`config.mk`:
```
export PLATFORM = sky130hd
export DESIGN_NAME = crib_matcher
export DESIGN_NICKNAME = d
export VERILOG_FILES = /design/src/rtl/crib_matcher.sv
export SDC_FILE = /design/constraint.sdc
export NUM_CORES = 1
export LEC_CHECK = 0
export ABC_AREA = 1
export CORE_MARGIN = 4
export CORE_UTILIZATION = 50
export CTS_BUF_LIST = sky130_fd_sc_hd__clkbuf_8
export CTS_CLUSTER_SIZE = 30
export DETAILED_ROUTE_END_ITERATION = 10
export GPL_ROUTABILITY_DRIVEN = 0
export GPL_TIMING_DRIVEN = 0
export HOLD_SLACK_MARGIN = 0.12
export PLACE_DENSITY = 0.7
export SLEW_MARGIN = 10
export SYNTH_ARGS = -nofsm -noshare
export SYNTH_HDL_FRONTEND = slang
export SYNTH_SLANG_ARGS = --single-unit
```
`constraint.sdc`:
```
create_clock -name clk -period 10.1 [get_ports clk]
set_clock_uncertainty 0.1 [all_clocks]
set_input_delay 1.01 -clock clk [delete_from_list [all_inputs] [get_ports clk]]
set_output_delay 1.01 -clock clk [all_outputs]
set_load 0.05 [all_outputs]
```
`src/rtl/crib_matcher.sv`:
```
// Crib-dragging comparator: holds a DEPTH-letter crib, slides a DEPTH-letter window over a
// letter stream and reports per-window positional equality counts ordered against a threshold.
module crib_matcher #(
   parameter int WIDTH = 5,
   parameter int DEPTH = 8,
   parameter int POS_W = 16,
   localparam int CW = $clog2(DEPTH + 1)
) (
   input  logic             clk,
   input  logic             rst_n,
   input  logic             clear,
   input  logic             load_valid,
   input  logic [WIDTH-1:0] load_data,
   output logic             load_ready,
   input  logic [CW-1:0]    thresh,
   input  logic             in_valid,
   input  logic [WIDTH-1:0] in_data,
   output logic             in_ready,
   output logic             out_valid,
   output logic [CW-1:0]    eq_cnt,
   output logic             cnt_eq,
   output logic             cnt_gt,
   output logic             cnt_lt,
   output logic             no_conflict,
   output logic [POS_W-1:0] pos
);
   localparam int LW = $clog2(DEPTH);

   typedef enum logic [1:0] {S_LOAD, S_FILL, S_RUN} state_t;

   state_t           state;
   logic [WIDTH-1:0] crib    [DEPTH];
   logic [WIDTH-1:0] window  [DEPTH];
   logic [WIDTH-1:0] shifted [DEPTH];
   logic [LW-1:0]    load_cnt;
   logic [LW-1:0]    fill_cnt;
   logic [POS_W-1:0] next_pos;
   logic [CW-1:0]    match_cnt;
   logic             in_acc;
   logic             res_fire;

   assign load_ready = (state == S_LOAD);
   assign in_ready   = (state == S_FILL) || (state == S_RUN);
   assign in_acc     = in_valid && in_ready;
   assign res_fire   = in_acc && ((state == S_RUN) || (fill_cnt == LW'(DEPTH - 1)));

   // Post-shift window and its positional match count against the crib.
   // NOTE: every variable written here is given a default first, so no latch is inferred.
   always_comb begin
      match_cnt = '0;
      for (int i = 0; i < DEPTH - 1; i++) shifted[i] = window[i+1];
      shifted[DEPTH-1] = in_data;
      for (int i = 0; i < DEPTH; i++) begin
         if (shifted[i] == crib[i]) match_cnt = match_cnt + CW'(1);
      end
   end

   // NOTE: sequential state is written with non-blocking assignments only.
   always_ff @(posedge clk or negedge rst_n) begin
      if (!rst_n) begin
         state <= S_LOAD;
         // NOTE: crib and window are small flop arrays, not RAM, so they take the async reset.
         for (int i = 0; i < DEPTH; i++) begin
            crib[i]   <= '0;
            window[i] <= '0;
         end
         load_cnt    <= '0;
         fill_cnt    <= '0;
         next_pos    <= '0;
         out_valid   <= 1'b0;
         eq_cnt      <= '0;
         cnt_eq      <= 1'b0;
         cnt_gt      <= 1'b0;
         cnt_lt      <= 1'b0;
         no_conflict <= 1'b0;
         pos         <= '0;
      end else begin
         out_valid <= 1'b0;
         if (clear) begin
            state    <= S_LOAD;
            load_cnt <= '0;
            fill_cnt <= '0;
            next_pos <= '0;
         end else begin
            case (state)
               S_LOAD: begin
                  if (load_valid) begin
                     crib[load_cnt] <= load_data;
                     if (load_cnt == LW'(DEPTH - 1)) begin
                        load_cnt <= '0;
                        state    <= S_FILL;
                     end else begin
                        load_cnt <= load_cnt + LW'(1);
                     end
                  end
               end
               S_FILL: begin
                  if (in_valid) begin
                     window <= shifted;
                     if (fill_cnt == LW'(DEPTH - 1)) begin
                        fill_cnt <= '0;
                        state    <= S_RUN;
                     end else begin
                        fill_cnt <= fill_cnt + LW'(1);
                     end
                  end
               end
               S_RUN: begin
                  if (in_valid) window <= shifted;
               end
               default: state <= S_LOAD;
            endcase

            // next_pos is the stream count minus DEPTH for the upcoming result; it saturates.
            if (res_fire) begin
               out_valid   <= 1'b1;
               eq_cnt      <= match_cnt;
               cnt_eq      <= (match_cnt == thresh);
               cnt_gt      <= (match_cnt > thresh);
               cnt_lt      <= (match_cnt < thresh);
               no_conflict <= (match_cnt == '0);
               pos         <= next_pos;
               if (next_pos != '1) next_pos <= next_pos + POS_W'(1);
            end
         end
      end
   end

endmodule

```
# After elaboration in Yosys (flattened, before gate mapping)
# Cells that the tools add are included.
word_totals:
  in_bits: 19
  elab_cells: 112
  regBits: 124
  output_inout_bits: 27
classes:
  add_sub_neg: 10
  mux: 30
  eq_ne: 19
  bitwise_logic: 2
  n_lt_le_gt_ge: 4
  reduce_logical: 21
op_table:
  columns: ["operator", "count"]
  rows:
  - ["16-bit 2-to-1 mux", 3]
  - ["40-bit bitwise mux", 1]
  - ["5-bit equality test", 8]
  - ["4-bit by 1-bit adder with 4-bit output, second input constant", 7]
  - ["4-bit 2-to-1 mux", 7]
  - ["3-bit 2-to-1 mux", 8]
  - ["16-bit by 1-bit adder with 16-bit output, second input constant", 1]
  - ["16-bit != test, second input constant", 1]
  - ["5-bit demux with 3-bit select", 1]
  - ["2-bit nonzero test", 6]
  - ["2-bit 2-to-1 mux", 5]
  - ["2-bit AND reduction", 4]
  - ["3-bit by 1-bit adder with 3-bit output, second input constant", 2]
  - ["3-bit equality test, second input constant", 2]
  - ["3-bit by 2-bit != test with 1-bit output, second input constant", 2]
  - ["3-bit != test, second input constant", 2]
  - ["2-bit one-hot mux with 3 select lines", 1]
  - ["3-bit AND reduction", 2]
  - ["5-bit 2-to-1 mux", 1]
  - ["5-bit AND reduction", 1]
  - ["4-bit equality test", 1]
  - ["4-bit greater-or-equal comparator, second input constant", 1]
  - ["4-bit greater-than comparator", 1]
  - ["4-bit logical NOT", 1]
  - ["other kinds (12)", 17]

# Logic depth before layout (Yosys ltp)
logic_depth:
  word_depth: 17
  depth_mapped: 34
  mapped_depth_nobuf: 34

# Least setup slack after synthesis
# Ideal clock, no wire load.
synth_timing:
  path_type: "reg-to-reg"
  startpoint: "register crib[30] (netlist bit)"
  endpoint: "register cnt_lt"
  period_less_slack_ns: 4.590
  n_path_buf: 0
  slack_ns: 5.510
  stages_incl_launch_ff: 31
  arrival_time_ns: 4.354
  required_ns: 9.864
  setup_time_ns: 0.136
  cell_sequence: "dfrtp_1 -> or2_1 -> nand2_1 -> nand2_1 -> nor2_4 -> inv_1 -> ha_1 -> nand4_2 -> nand2_2 -> nor2_1 -> nand2_2 -> nand3_2 -> ha_1 -> or2_1 -> nand2_1 -> nand2_1 -> nand3_1 -> nand2_1 -> ha_1 -> or2_2 -> nand2_1 -> inv_1 -> ha_1 -> o21ai_1 -> inv_1 -> ha_1 -> inv_1 -> nor2_1 -> nor2_1 -> o21ai_0 -> o21ai_0"
synth_between:
  elab_chain_len: 15
synth_rtl:
  columns: ["element", "line", "rtl"]
  rows:
  - ["from (decl)", "32", "logic [WIDTH-1:0] crib [DEPTH];"]
  - ["from (signal, indexed assignment)", "88", "crib[load_cnt] <= load_data;"]
  - ["5-bit equality test (*)", "54", "if (shifted[i] == crib[i]) match_cnt = match_cnt + CW'(1);"]
  - ["4-bit 2-to-1 mux (*)", "54", null]
  - ["4-bit by 1-bit adder with 4-bit output", "54", null]
  - ["4-bit 2-to-1 mux (*)", "54", null]
  - ["4-bit by 1-bit adder with 4-bit output", "54", null]
  - ["4-bit 2-to-1 mux (*)", "54", null]
  - ["4-bit by 1-bit adder with 4-bit output", "54", null]
  - ["4-bit 2-to-1 mux (*)", "54", null]
  - ["4-bit by 1-bit adder with 4-bit output", "54", null]
  - ["4-bit 2-to-1 mux (*)", "54", null]
  - ["4-bit by 1-bit adder with 4-bit output", "54", null]
  - ["4-bit 2-to-1 mux (*)", "54", null]
  - ["4-bit by 1-bit adder with 4-bit output", "54", null]
  - ["4-bit 2-to-1 mux (*)", "54", null]
  - ["net match_cnt[1]", "38", "logic [CW-1:0] match_cnt;"]
  - ["4-bit less-than comparator (*)", "120", "cnt_lt <= (match_cnt < thresh);"]
  - ["to (signal assigned)", "120", null]
  - ["to (decl)", "23", "output logic cnt_lt,"]
# Mark *: on every way through the listed nets, which the timed path passes. The rest lies on a longest branch.
# A chain may end at the register's enable or synchronous reset.

# Final worst setup path
# Same ends and word-level chain as after synthesis.

==> flow_summary.rst <==
.. list-table::
   :header-rows: 1

   * - Metric
     - Value
   * - Result of the run
     - finished, final reports clean
   * - Final Max Slew Viols
     - 0
   * - Diodes inserted
     - 0
   * - Highest clock rate
     - 195 MHz
   * - Sequential cell fraction of total power
     - 0.305
   * - Net Count, Synth
     - about 830
   * - Post-layout power
     - ~2.3 mW
   * - Total negative slack
     - 0 ns
   * - Clock transition at the registers of the reported paths
     - ~0.07 ns
   * - Post-detail-place hpwl
     - roughly 10000 um
   * - Number of instances in the synthesized netlist
     - 795
   * - Logic pwr share
     - 0.501
   * - Ys async rst share
     - 1.00
   * - Largest vdd supply drop
     - approximately 0.16 mV
   * - Number of port buffers
     - 45
   * - Hold WS
     - ~0.36 ns
   * - Number of placement rows
     - a little over 40
   * - Vias per inst
     - around 5.1
   * - Sum of routed wire length over all layers
     - roughly 14000 um
   * - Crit path max-delay family
     - simple AND/OR/NAND/NOR gates
   * - Worst EP required
     - 10.29 ns
   * - Switching power summed over all nets
     - around 1.0 mW
   * - Mean instance size in the synthesized netlist
     - roughly 8.0 um2
   * - Min-delay worst type
     - in2async
   * - Standard cell core area
     - 0.0126 mm2
   * - Routed len/inst
     - roughly 14 um
   * - Hold_buf cts
     - 0
   * - Via count
     - around 5400
   * - Dominant register cell in the synthesized netlist
     - dfrtp_1
   * - Post-cts gate resize count
     - 0
   * - Sw frac
     - 0.449
   * - Final setup vio count
     - 0
   * - Biggest area contributors in the synthesized netlist
     - dfrtp_1 (49%), nand2_1 (15%), o21ai_0 (7.2%)
   * - Share of the cycle needed by the critical path after routing
     - 0.507
   * - Area share of the largest cell type after synthesis
     - 0.485
   * - Count of unique library cells instantiated by Yosys
     - 38
   * - Final Critical Period
     - 5.12 ns
   * - Net count of the finished layout
     - about 900
   * - Power per unit of standard cell area
     - between 300 and 400 mW/mm2
   * - RSZ-0062 raised after global routing
     - no
   * - Number of enable-type register cells in the synthesized netlist
     - 0
   * - TritonCTS buffer count
     - 17
   * - Static power due to leakage
     - about 3.7 nW
   * - Startpoint-to-endpoint class of the critical path
     - reg2reg
   * - Layout cell share with drive strength beyond 1
     - 0.0893
   * - Number of nets with antenna violations after detailed routing
     - 0
   * - Setup crit start kind
     - flip-flop
   * - Clock tree from TritonCTS
     - built
   * - Share of the yosys chip area belonging to registers
     - 0.485
   * - Iteration-0 DRC Markers
     - approximately 380
   * - Sinks on Clock Net
     - 124
   * - Worst slew margin relative to its limit
     - 0.571
   * - Transition time of the tightest slew-check pin
     - 0.641 ns
   * - Warnings, synthesis
     - 0
   * - Endpoint class of the critical path
     - flip-flop
   * - Clock latency of the later-clocked register in the worst-skew pair
     - 0.43 ns
   * - Most used cell, CP
     - nand2_1
   * - Maximum number of pins on one net before global-route repair
     - a little over 90
   * - Area growth from synthesis to layout
     - 17.3%
   * - Maxcap violations
     - 0
   * - Aggregate global routing overflow
     - 0
   * - Placed inst area
     - around 0.0071 mm2
   * - Internal power component
     - between 1 and 1.5 mW
   * - First-pass DRT Iterations
     - 7
   * - Critical path arrival
     - 5.31 ns
   * - H-tree Lvls
     - 4
   * - Top fanout value on the critical path
     - 5
   * - Critical path's largest stage delay
     - between 0.3 and 0.4 ns
   * - Portion of total power attributed to the clock network
     - 0.195
   * - Number of buffers and inverters on the critical path
     - 4
   * - #FFs+latches synth
     - about 120
   * - Post-CTS setup buffer count
     - 0
   * - Post-route standard cell area excluding fillers
     - 0.00750 mm2
   * - Initial cell density of the core
     - 0.509
   * - Buffer levels on the longest clock path
     - 2
   * - First-pass GRT wire length
     - 24400 um
   * - Initial antenna violation count
     - 0
   * - Cell area after technology mapping
     - 0.00639 mm2
   * - Biggest area consumer among synthesized cells
     - dfrtp_1
   * - Root buffer cell
     - clkbuf_8
   * - Hold Fails Final Rpt
     - 0
   * - Top Ports
     - 46
   * - Width of the die
     - roughly 120 um
   * - Vias in the first global route
     - roughly 5200
   * - Global routing usage summed across all routing layers
     - 0.209
   * - Slowest cell on the critical path
     - dfrtp_1
   * - Core utilization of the finished layout
     - 0.597
   * - Drc violations
     - 0
   * - Vert. Die Dim
     - between 100 and 150 um
   * - Die Footprint
     - about 0.015 mm2
[Yosys cell counts, drive strengths merged, types with 3 or more instances]
master / n
a21oi: 16
a31oi: 3
clkbuf: 14
dfrtp: 124
ha: 19
inv: 98
nand2: 264
nand3: 55
nand4: 4
nor2: 49
nor3: 8
nor4: 3
o21ai: 96
or2: 8
xnor2: 9
xor2: 18
[layout by cell type (no fill, tap or decap), drive strengths merged, types with 4 or more instances in the layout]
cell type / count
ha: 19
or2: 8
nand3: 55
xnor2: 9
xor2: 18
dfrtp: 124
nor2: 49
nand2: 264
clkdlybuf4s50: 44
inv: 102
nand4: 4
a21oi: 16
clkinv: 5
clkbuf: 35
nor3: 8
o21ai: 96
[path summary, 6_finish.rpt]
| kind | from | end | slack (ns) | depth (start not counted) |
|---|---|---|---|---|
| worst max-delay path | crib[30] | cnt_lt | 4.98 | 30 |
| worst min-delay path | rst_n | cnt_eq | 0.36 | 1 |
| worst max register to register | crib[30] | cnt_lt | 4.98 | 30 |
| worst min register to register | pos[8] | pos[8] | 0.38 | 2 |
| max in group asynchronous | rst_n | load_cnt[0] | 8.80 | 2 |
| min in group clk | pos[8] | pos[8] | 0.38 | 2 |
[worst register-to-register path, delay by kind of cell (launching register included)]
kind,cells,cell delay (ns)
DFF,1,0.39
buffers and inverters,4,0.26
AOI/OAI and AO/OA,3,0.57
and+or+nand+nor,18,2.22
adders and majority gates,5,1.46
[power groups by stage]
stage	Sequential, mW	Combinational [mW]	Clock (mW)
2_1_floorplan	0.743	0.858	0
3_3_place_gp	0.710	1.11	0
3_5_place_dp	0.714	1.16	0
4_1_cts	0.706	1.17	0.460
5_1_grt	0.722	1.34	0.482
6_report	0.708	1.16	0.452
[registers in the layout, summed over array words and instances, names as in the netlist]
name,count
crib,40
shifted,35
next_pos,16
pos,16
eq_cnt,4
fill_cnt,3
load_cnt,3
state,2
cnt_eq,1
cnt_gt,1
cnt_lt,1
no_conflict,1
out_valid,1
[through the flow]
stage	cells	worst slack [ns]
floorplan	795	5.51
global placement	1012	3.19
detailed placement	1013	4.95
CTS	1045	4.94
global route	1045	4.46
finish	1045	4.98
[final cells by class]
cell class | instances | area (um2)
inverter | 99 | 373
fill | 1105 | 5070
clock inverter | 11 | 125
multi-input combinational | 558 | 2860
timing repair buffer | 46 | 479
buffer | 14 | 52.6
clock buffer | 21 | 289
sequential | 124 | 3100
tap | 172 | 215
[per-layer routing]
layer	wire length, um	track usage	up-vias
met3	476	0.0424	19
met1	6870	0.294	2604
met5	0	0	-
met2	6730	0.324	92
li1	-	-	2654
met4	224	0.0708	0
[cells by family (layout without fill, tap and decap cells)]
family,after synthesis,count (layout),synth area share
buffers and inverters,113,191,0.0665
AND/OR/NAND/NOR,393,393,0.275
adder cells (fa/ha/maj),19,19,0.0372
AO/OA/AOI/OAI,119,119,0.0977
XOR/XNOR,27,27,0.0382
flip-flops,124,124,0.485
No activity file was read; power rests on OpenSTA's default activity.
